`src/rtl/imm_extend_ctrl_if.sv`:
```
// Handshake bundle between the IF/ID register, the immediate controller and the ID/EX operand muxes.
interface imm_extend_ctrl_if #(
  parameter int DATA_WIDTH  = 32,
  parameter int INSTR_WIDTH = 32
);
  logic                   in_valid;
  logic                   in_ready;
  logic [INSTR_WIDTH-1:0] in_instr;
  logic                   flush;
  logic                   out_valid;
  logic                   out_ready;
  logic [DATA_WIDTH-1:0]  out_imm;
  logic [1:0]             out_mode;
  logic                   out_is_jump;

  modport master (
    output in_valid, in_instr, flush, out_ready,
    input  in_ready, out_valid, out_imm, out_mode, out_is_jump
  );

  modport slave (
    input  in_valid, in_instr, flush, out_ready,
    output in_ready, out_valid, out_imm, out_mode, out_is_jump
  );
endinterface

```
`src/rtl/imm_extend_ctrl.sv`:
```
// DLX decode-stage immediate extender: two-stage valid/ready pipeline with flush.
// Optional negative-immediate statistics counter enabled by defining IMM_STATS_EN.
module imm_extend_ctrl #(
  parameter int DATA_WIDTH  = 32,
  parameter int INSTR_WIDTH = 32
) (
  input  logic                 clk,
  input  logic                 rst_n,
  imm_extend_ctrl_if.slave     bus
`ifdef IMM_STATS_EN
  ,
  input  logic                 stat_clr,
  output logic [15:0]          stat_neg_cnt
`endif
);

  typedef enum logic [2:0] {
    CLS_NONE,
    CLS_SEXT16,
    CLS_ZEXT16,
    CLS_LHI,
    CLS_J26
  } cls_e;

  typedef enum logic [1:0] {
    MODE_NONE    = 2'd0,
    MODE_SEXT16  = 2'd1,
    MODE_ZEXT16  = 2'd2,
    MODE_SPECIAL = 2'd3
  } mode_e;

  logic                  s1_valid_q;
  cls_e                  s1_cls_q;
  cls_e                  s1_cls_d;
  logic [25:0]           s1_field_q;

  logic                  s2_valid_q;
  logic [DATA_WIDTH-1:0] s2_imm_q;
  logic [DATA_WIDTH-1:0] s2_imm_d;
  mode_e                 s2_mode_q;
  mode_e                 s2_mode_d;
  logic                  s2_jump_q;
  logic                  s2_jump_d;

  logic                  s2_adv;
  logic                  s1_adv;
  logic [5:0]            opcode;

  assign s2_adv       = !s2_valid_q | bus.out_ready;
  assign s1_adv       = !s1_valid_q | s2_adv;
  assign bus.in_ready = s1_adv & !bus.flush;
  assign opcode       = bus.in_instr[31:26];

  always_comb begin
    s1_cls_d = CLS_SEXT16;
    case (opcode)
      6'h00, 6'h01:                      s1_cls_d = CLS_NONE;
      6'h02, 6'h03:                      s1_cls_d = CLS_J26;
      6'h09, 6'h0B, 6'h0C, 6'h0D, 6'h0E: s1_cls_d = CLS_ZEXT16;
      6'h0F:                             s1_cls_d = CLS_LHI;
      default:                           s1_cls_d = CLS_SEXT16;
    endcase
  end

  // Flush outranks advance; with flush low, s1_adv equals in_ready.
  always_ff @(posedge clk or negedge rst_n) begin
    if (!rst_n) begin
      s1_valid_q <= 1'b0;
      s1_cls_q   <= CLS_NONE;
      s1_field_q <= '0;
    end else if (bus.flush) begin
      s1_valid_q <= 1'b0;
    end else if (s1_adv) begin
      s1_valid_q <= bus.in_valid;
      if (bus.in_valid) begin
        s1_cls_q   <= s1_cls_d;
        s1_field_q <= bus.in_instr[25:0];
      end
    end
  end

  always_comb begin
    s2_imm_d  = '0;
    s2_mode_d = MODE_NONE;
    s2_jump_d = 1'b0;
    case (s1_cls_q)
      CLS_SEXT16: begin
        s2_imm_d  = {{(DATA_WIDTH-16){s1_field_q[15]}}, s1_field_q[15:0]};
        s2_mode_d = MODE_SEXT16;
      end
      CLS_ZEXT16: begin
        s2_imm_d[15:0] = s1_field_q[15:0];
        s2_mode_d      = MODE_ZEXT16;
      end
      CLS_LHI: begin
        s2_imm_d[31:16] = s1_field_q[15:0];
        s2_mode_d       = MODE_SPECIAL;
      end
      CLS_J26: begin
        s2_imm_d  = {{(DATA_WIDTH-26){s1_field_q[25]}}, s1_field_q};
        s2_mode_d = MODE_SPECIAL;
        s2_jump_d = 1'b1;
      end
      default: begin
        s2_imm_d  = '0;
        s2_mode_d = MODE_NONE;
      end
    endcase
  end

  always_ff @(posedge clk or negedge rst_n) begin
    if (!rst_n) begin
      s2_valid_q <= 1'b0;
      s2_imm_q   <= '0;
      s2_mode_q  <= MODE_NONE;
      s2_jump_q  <= 1'b0;
    end else if (bus.flush) begin
      s2_valid_q <= 1'b0;
    end else if (s2_adv) begin
      s2_valid_q <= s1_valid_q;
      if (s1_valid_q) begin
        s2_imm_q  <= s2_imm_d;
        s2_mode_q <= s2_mode_d;
        s2_jump_q <= s2_jump_d;
      end
    end
  end

  assign bus.out_valid   = s2_valid_q;
  assign bus.out_imm     = s2_imm_q;
  assign bus.out_mode    = s2_mode_q;
  assign bus.out_is_jump = s2_jump_q;

`ifdef IMM_STATS_EN
  logic [15:0] neg_cnt_q;
  logic        neg_xfer;

  assign neg_xfer = s2_valid_q & bus.out_ready & s2_imm_q[DATA_WIDTH-1];

  always_ff @(posedge clk or negedge rst_n) begin
    if (!rst_n) begin
      neg_cnt_q <= '0;
    end else if (stat_clr) begin
      neg_cnt_q <= '0;
    end else if (neg_xfer && (neg_cnt_q != '1)) begin
      neg_cnt_q <= neg_cnt_q + 16'd1;
    end
  end

  assign stat_neg_cnt = neg_cnt_q;
`endif

endmodule
```
`src/flat_wrapper.sv`:
```
// flat-port wrapper written by rule: the top's interface ports become plain ports
module imm_extend_ctrl_flat 
#(
  parameter int DATA_WIDTH  = 32,
  parameter int INSTR_WIDTH = 32
)
  (clk, rst_n, bus_in_valid, bus_in_instr, bus_flush, bus_out_ready, bus_in_ready, bus_out_valid, bus_out_imm, bus_out_mode, bus_out_is_jump);
  imm_extend_ctrl_if #(.DATA_WIDTH(DATA_WIDTH), .INSTR_WIDTH(INSTR_WIDTH)) bus_i ();
  input  logic clk;
  input  logic rst_n;
  input wire logic [$bits(bus_i.in_valid)-1:0] bus_in_valid;
  input wire logic [$bits(bus_i.in_instr)-1:0] bus_in_instr;
  input wire logic [$bits(bus_i.flush)-1:0] bus_flush;
  input wire logic [$bits(bus_i.out_ready)-1:0] bus_out_ready;
  output wire logic [$bits(bus_i.in_ready)-1:0] bus_in_ready;
  output wire logic [$bits(bus_i.out_valid)-1:0] bus_out_valid;
  output wire logic [$bits(bus_i.out_imm)-1:0] bus_out_imm;
  output wire logic [$bits(bus_i.out_mode)-1:0] bus_out_mode;
  output wire logic [$bits(bus_i.out_is_jump)-1:0] bus_out_is_jump;
  assign bus_i.in_valid = bus_in_valid;
  assign bus_i.in_instr = bus_in_instr;
  assign bus_i.flush = bus_flush;
  assign bus_i.out_ready = bus_out_ready;
  assign bus_in_ready = bus_i.in_ready;
  assign bus_out_valid = bus_i.out_valid;
  assign bus_out_imm = bus_i.out_imm;
  assign bus_out_mode = bus_i.out_mode;
  assign bus_out_is_jump = bus_i.out_is_jump;
  imm_extend_ctrl #(.DATA_WIDTH(DATA_WIDTH), .INSTR_WIDTH(INSTR_WIDTH)) u_core (.clk(clk), .rst_n(rst_n), .bus(bus_i));
endmodule
```
`config.mk`:
```
export PLATFORM = sky130hd
export DESIGN_NAME = imm_extend_ctrl_flat
export DESIGN_NICKNAME = d
export VERILOG_FILES = /design/src/rtl/imm_extend_ctrl_if.sv /design/src/rtl/imm_extend_ctrl.sv /design/src/flat_wrapper.sv
export SDC_FILE = /design/constraint.sdc
export NUM_CORES = 1
export LEC_CHECK = 0
export CAP_MARGIN = 10
export CORE_MARGIN = 8
export CORE_UTILIZATION = 35
export DETAILED_ROUTE_END_ITERATION = 8
export DONT_BUFFER_PORTS = 1
export MAX_ROUTING_LAYER = met4
export SETUP_SLACK_MARGIN = 0.1
export SKIP_LAST_GASP = 1
export SYNTH_ARGS = -nofsm -noshare
export SYNTH_HDL_FRONTEND = slang
export SYNTH_SLANG_ARGS = --single-unit
```
`constraint.sdc`:
```
create_clock -name clk -period 4 [get_ports clk]
set_input_delay 0.8 -clock clk [delete_from_list [all_inputs] [get_ports clk]]
set_output_delay 0.8 -clock clk [all_outputs]
set_load 0.02 [all_outputs]
```
==> results.sh <==
export IMPL_maxCapViolCount=0
export IMPL_cts_root_buf="clkbuf_8"
export IMPL_overflow=0
export IMPL_syn_area_per_cell_um2=13.2
export IMPL_dieWidth_um=108
export IMPL_crit_fanout=4
export IMPL_wl_per_cell_um=22.1
export IMPL_tns_ns=0
export IMPL_drt_first_pass_iters=4
export IMPL_dp_hpwl_mm=4.96
export IMPL_cts_hold_buf=0
export IMPL_finalHoldViolations=0
export IMPL_wirelength_mm=7.30
export IMPL_antennaDiodeCount=0
export IMPL_final_cell_area_mm2=0.00323
export IMPL_drive_gt1_frac=0.310
export IMPL_synth_area_leader_cell="dfrtp_1"
export IMPL_grt_pass1_vias=1910
export IMPL_cts_buffers=9
export IMPL_p_sw_frac=0.318
export IMPL_post_route_min_period_ns=2.18
export IMPL_fill_cells=789
export IMPL_p_switching_mw=0.578
export IMPL_whs_ns=0.163
export IMPL_synth_ff_type="dfrtp_1"
export IMPL_worst_slew_pin_slew_ns=0.836
export IMPL_yosys_warnings=0
export IMPL_synth_edf_count=0
export IMPL_coreArea_mm2=0.00826
export IMPL_startpoint_type="flop"
export IMPL_start_util=0.362
export IMPL_skew_ns=0.00549
export IMPL_dpl_cell_area_mm2=0.00304
export IMPL_nets=259
export IMPL_hold_class="in2async"
export IMPL_ant_nets=0
export IMPL_top_layer="met4"
export IMPL_p_leak_nw=1.37
export IMPL_crit_required_ns=3.20
export IMPL_ys_seq_area_frac=0.553
export IMPL_rsz0062_at_grt="false"
export IMPL_p_int_mw=1.24
export IMPL_area_growth_pct=8.08
export IMPL_grt_pass1_wl_mm=11.3
export IMPL_drt_iter0_drc=118
export IMPL_rrSetupSlack_ns=1.91
export IMPL_dr_wl_met2_mm=3.21
export IMPL_synth_cells=227
export IMPL_pwr_share_seq=0.583
export IMPL_wl_met3_um=889
export IMPL_numPortBuffers=0
export IMPL_die_h_um=108
export IMPL_clockPowerShare=0.289
export IMPL_met1_length_mm=3.16
export IMPL_place_gp_congestion=0.726
export IMPL_total_power_mw=1.82
export IMPL_status="finished, final reports clean"
export IMPL_relSlewSlack=0.443
export IMPL_cts_setup_buffers=0
export IMPL_powerDensity_mw_per_mm2=563
export IMPL_rows=33
export IMPL_cts_resized=0
export IMPL_dieArea_mm2=0.0118
export IMPL_timing_rr_end="u_core.s1_field_q[17]$_DFFE_PN0P_"
export IMPL_syn_nets=264
export IMPL_setup_violations_final=0
export IMPL_pwr_share_comb=0.129
export IMPL_clock_fmax_mhz=458
export IMPL_ys_types=31
export IMPL_clock_sinks=66
export IMPL_synth_top_cell_area_share=0.553
export IMPL_cts_buffer_depth=2
export IMPL_utilization=0.391
export IMPL_ir_drop_v=0.000142
export IMPL_pin_count=74
export IMPL_num_vias=1857
export IMPL_clk_latency_ns=0.33
export IMPL_clkTransAtPathRegs_ns=0.07
export IMPL_grt_usage=0.131
export IMPL_cts_tree="built"
export IMPL_slew_viol_final=0
export IMPL_end_kind="primary output"
export IMPL_async_reset_ff_frac=1.00
export IMPL_antenna_found_initial=0
export IMPL_r2r_start="u_core.bus.out_valid$_DFFE_PN0P_"
export IMPL_ys_seq_elements=66
export IMPL_min_period_over_period=0.545
export IMPL_synth_area_mm2=0.00299
export IMPL_arrival_ns=1.38
export IMPL_cts_htree_levels=3
export IMPL_critical_path_class="reg2out"
export IMPL_grt_max_degree=67
export IMPL_r2r_cells=4
export IMPL_drc=0
export IMPL_synthTopCellsByArea="dfrtp_1 (55%), mux2_2 (18%), o2bb2ai_1 (4.7%), nand3_1 (3.7%), nor4bb_1 (2.7%)"
export IMPL_via_per_inst=5.61
-- power groups by stage --
stage / Combinational, mW / Sequential (mW) / Clock (mW)
4_1_cts: 0.237 / 1.07 / 0.540
3_5_place_dp: 0.234 / 1.08 / 0
5_1_grt: 0.259 / 1.09 / 0.573
3_3_place_gp: 0.230 / 1.07 / 0
2_1_floorplan: 0.218 / 1.02 / 0
6_report: 0.234 / 1.06 / 0.525
-- per-stage QoR --
step                      std cells  setup slack [ns]
after floorplan                 227              2.00
after global placement          316              1.59
after detailed placement        316              1.54
after CTS                       331              1.79
after global routing            331              1.74
final                           331              1.82
-- registers in the layout, indices dropped and copies added, names as in the netlist --
register                flops
u_core.bus.out_imm         32
u_core.s1_field_q          26
u_core.s1_cls_q             3
u_core.bus.out_mode         2
u_core.bus.out_is_jump      1
u_core.bus.out_valid        1
u_core.s1_valid_q           1
-- worst max-delay path: stages (launching register included) --
cell,delay (ns)
dfrtp_1,0.47
nor2b_1,0.18
a21oi_1,0.40
-- cells in the mapped netlist (3+ instances only) --
| master | count |
|---|---|
| nand3_1 | 22 |
| nor4bb_1 | 8 |
| a211o_1 | 9 |
| clkbuf_1 | 6 |
| o2bb2ai_1 | 16 |
| nand3b_1 | 3 |
| buf_4 | 5 |
| buf_2 | 8 |
| mux2_2 | 47 |
| nand4b_1 | 6 |
| nor2_1 | 4 |
| a21oi_1 | 3 |
| nand2b_1 | 3 |
| dfrtp_1 | 66 |
-- final cells by class --
| cell class | count | area, um^2 | area share |
|---|---|---|---|
| clock buffer | 13 | 179 | 0.0554 |
| clock inverter | 2 | 10.0 | 0.00310 |
| inverter | 1 | 3.75 | 0.00116 |
| multi-input combinational | 140 | 1220 | 0.379 |
| sequential | 66 | 1650 | 0.511 |
| tap | 105 | 131 | 0.0407 |
| timing repair buffer | 4 | 30.0 | 0.00930 |
-- placed cells by master (no fill, tap or decap), types with 3 or more instances in the layout --
cell,netlist,layout
a21oi_1,3,3
o2bb2ai_1,16,16
nand4b_1,6,6
a211o_1,9,9
mux2_2,47,47
nor2_1,4,4
nand3b_1,3,3
buf_4,5,4
clkbuf_8,0,13
dfrtp_1,66,66
nand2b_1,3,3
nand3_1,22,22
nor4bb_1,8,8
-- logic make-up after synthesis --
kind of cell           count (synthesis)  share of synthesized area
flip-flops                            66                      0.553
AND/OR/NAND/NOR                       57                      0.133
multiplexers                          48                      0.180
AO/OA/AOI/OAI                         34                     0.0929
buffers and inverters                 21                     0.0385
XOR/XNOR                               1                    0.00293
-- per-layer routing --
metal | up-vias | track usage
met5 | - | -
met1 | 942 | 0.162
met3 | 5 | 0.0648
met2 | 69 | 0.177
met4 | 0 | 0.0499
li1 | 841 | -
-- worst max-delay path by stage --
stage,start,to,slack [ns],depth (start not counted)
floorplan,bus_out_ready,bus_in_ready,2.00,2
global placement,bus_out_ready,u_core.s1_field_q[13]$_DFFE_PN0P_,1.59,4
detailed placement,bus_out_ready,u_core.s1_field_q[17]$_DFFE_PN0P_,1.54,4
CTS,u_core.bus.out_valid$_DFFE_PN0P_,bus_in_ready,1.79,2
global route,u_core.bus.out_valid$_DFFE_PN0P_,bus_in_ready,1.74,2
finish,u_core.bus.out_valid$_DFFE_PN0P_,bus_in_ready,1.82,2
Note: power is estimated with default switching activity, not from simulation.
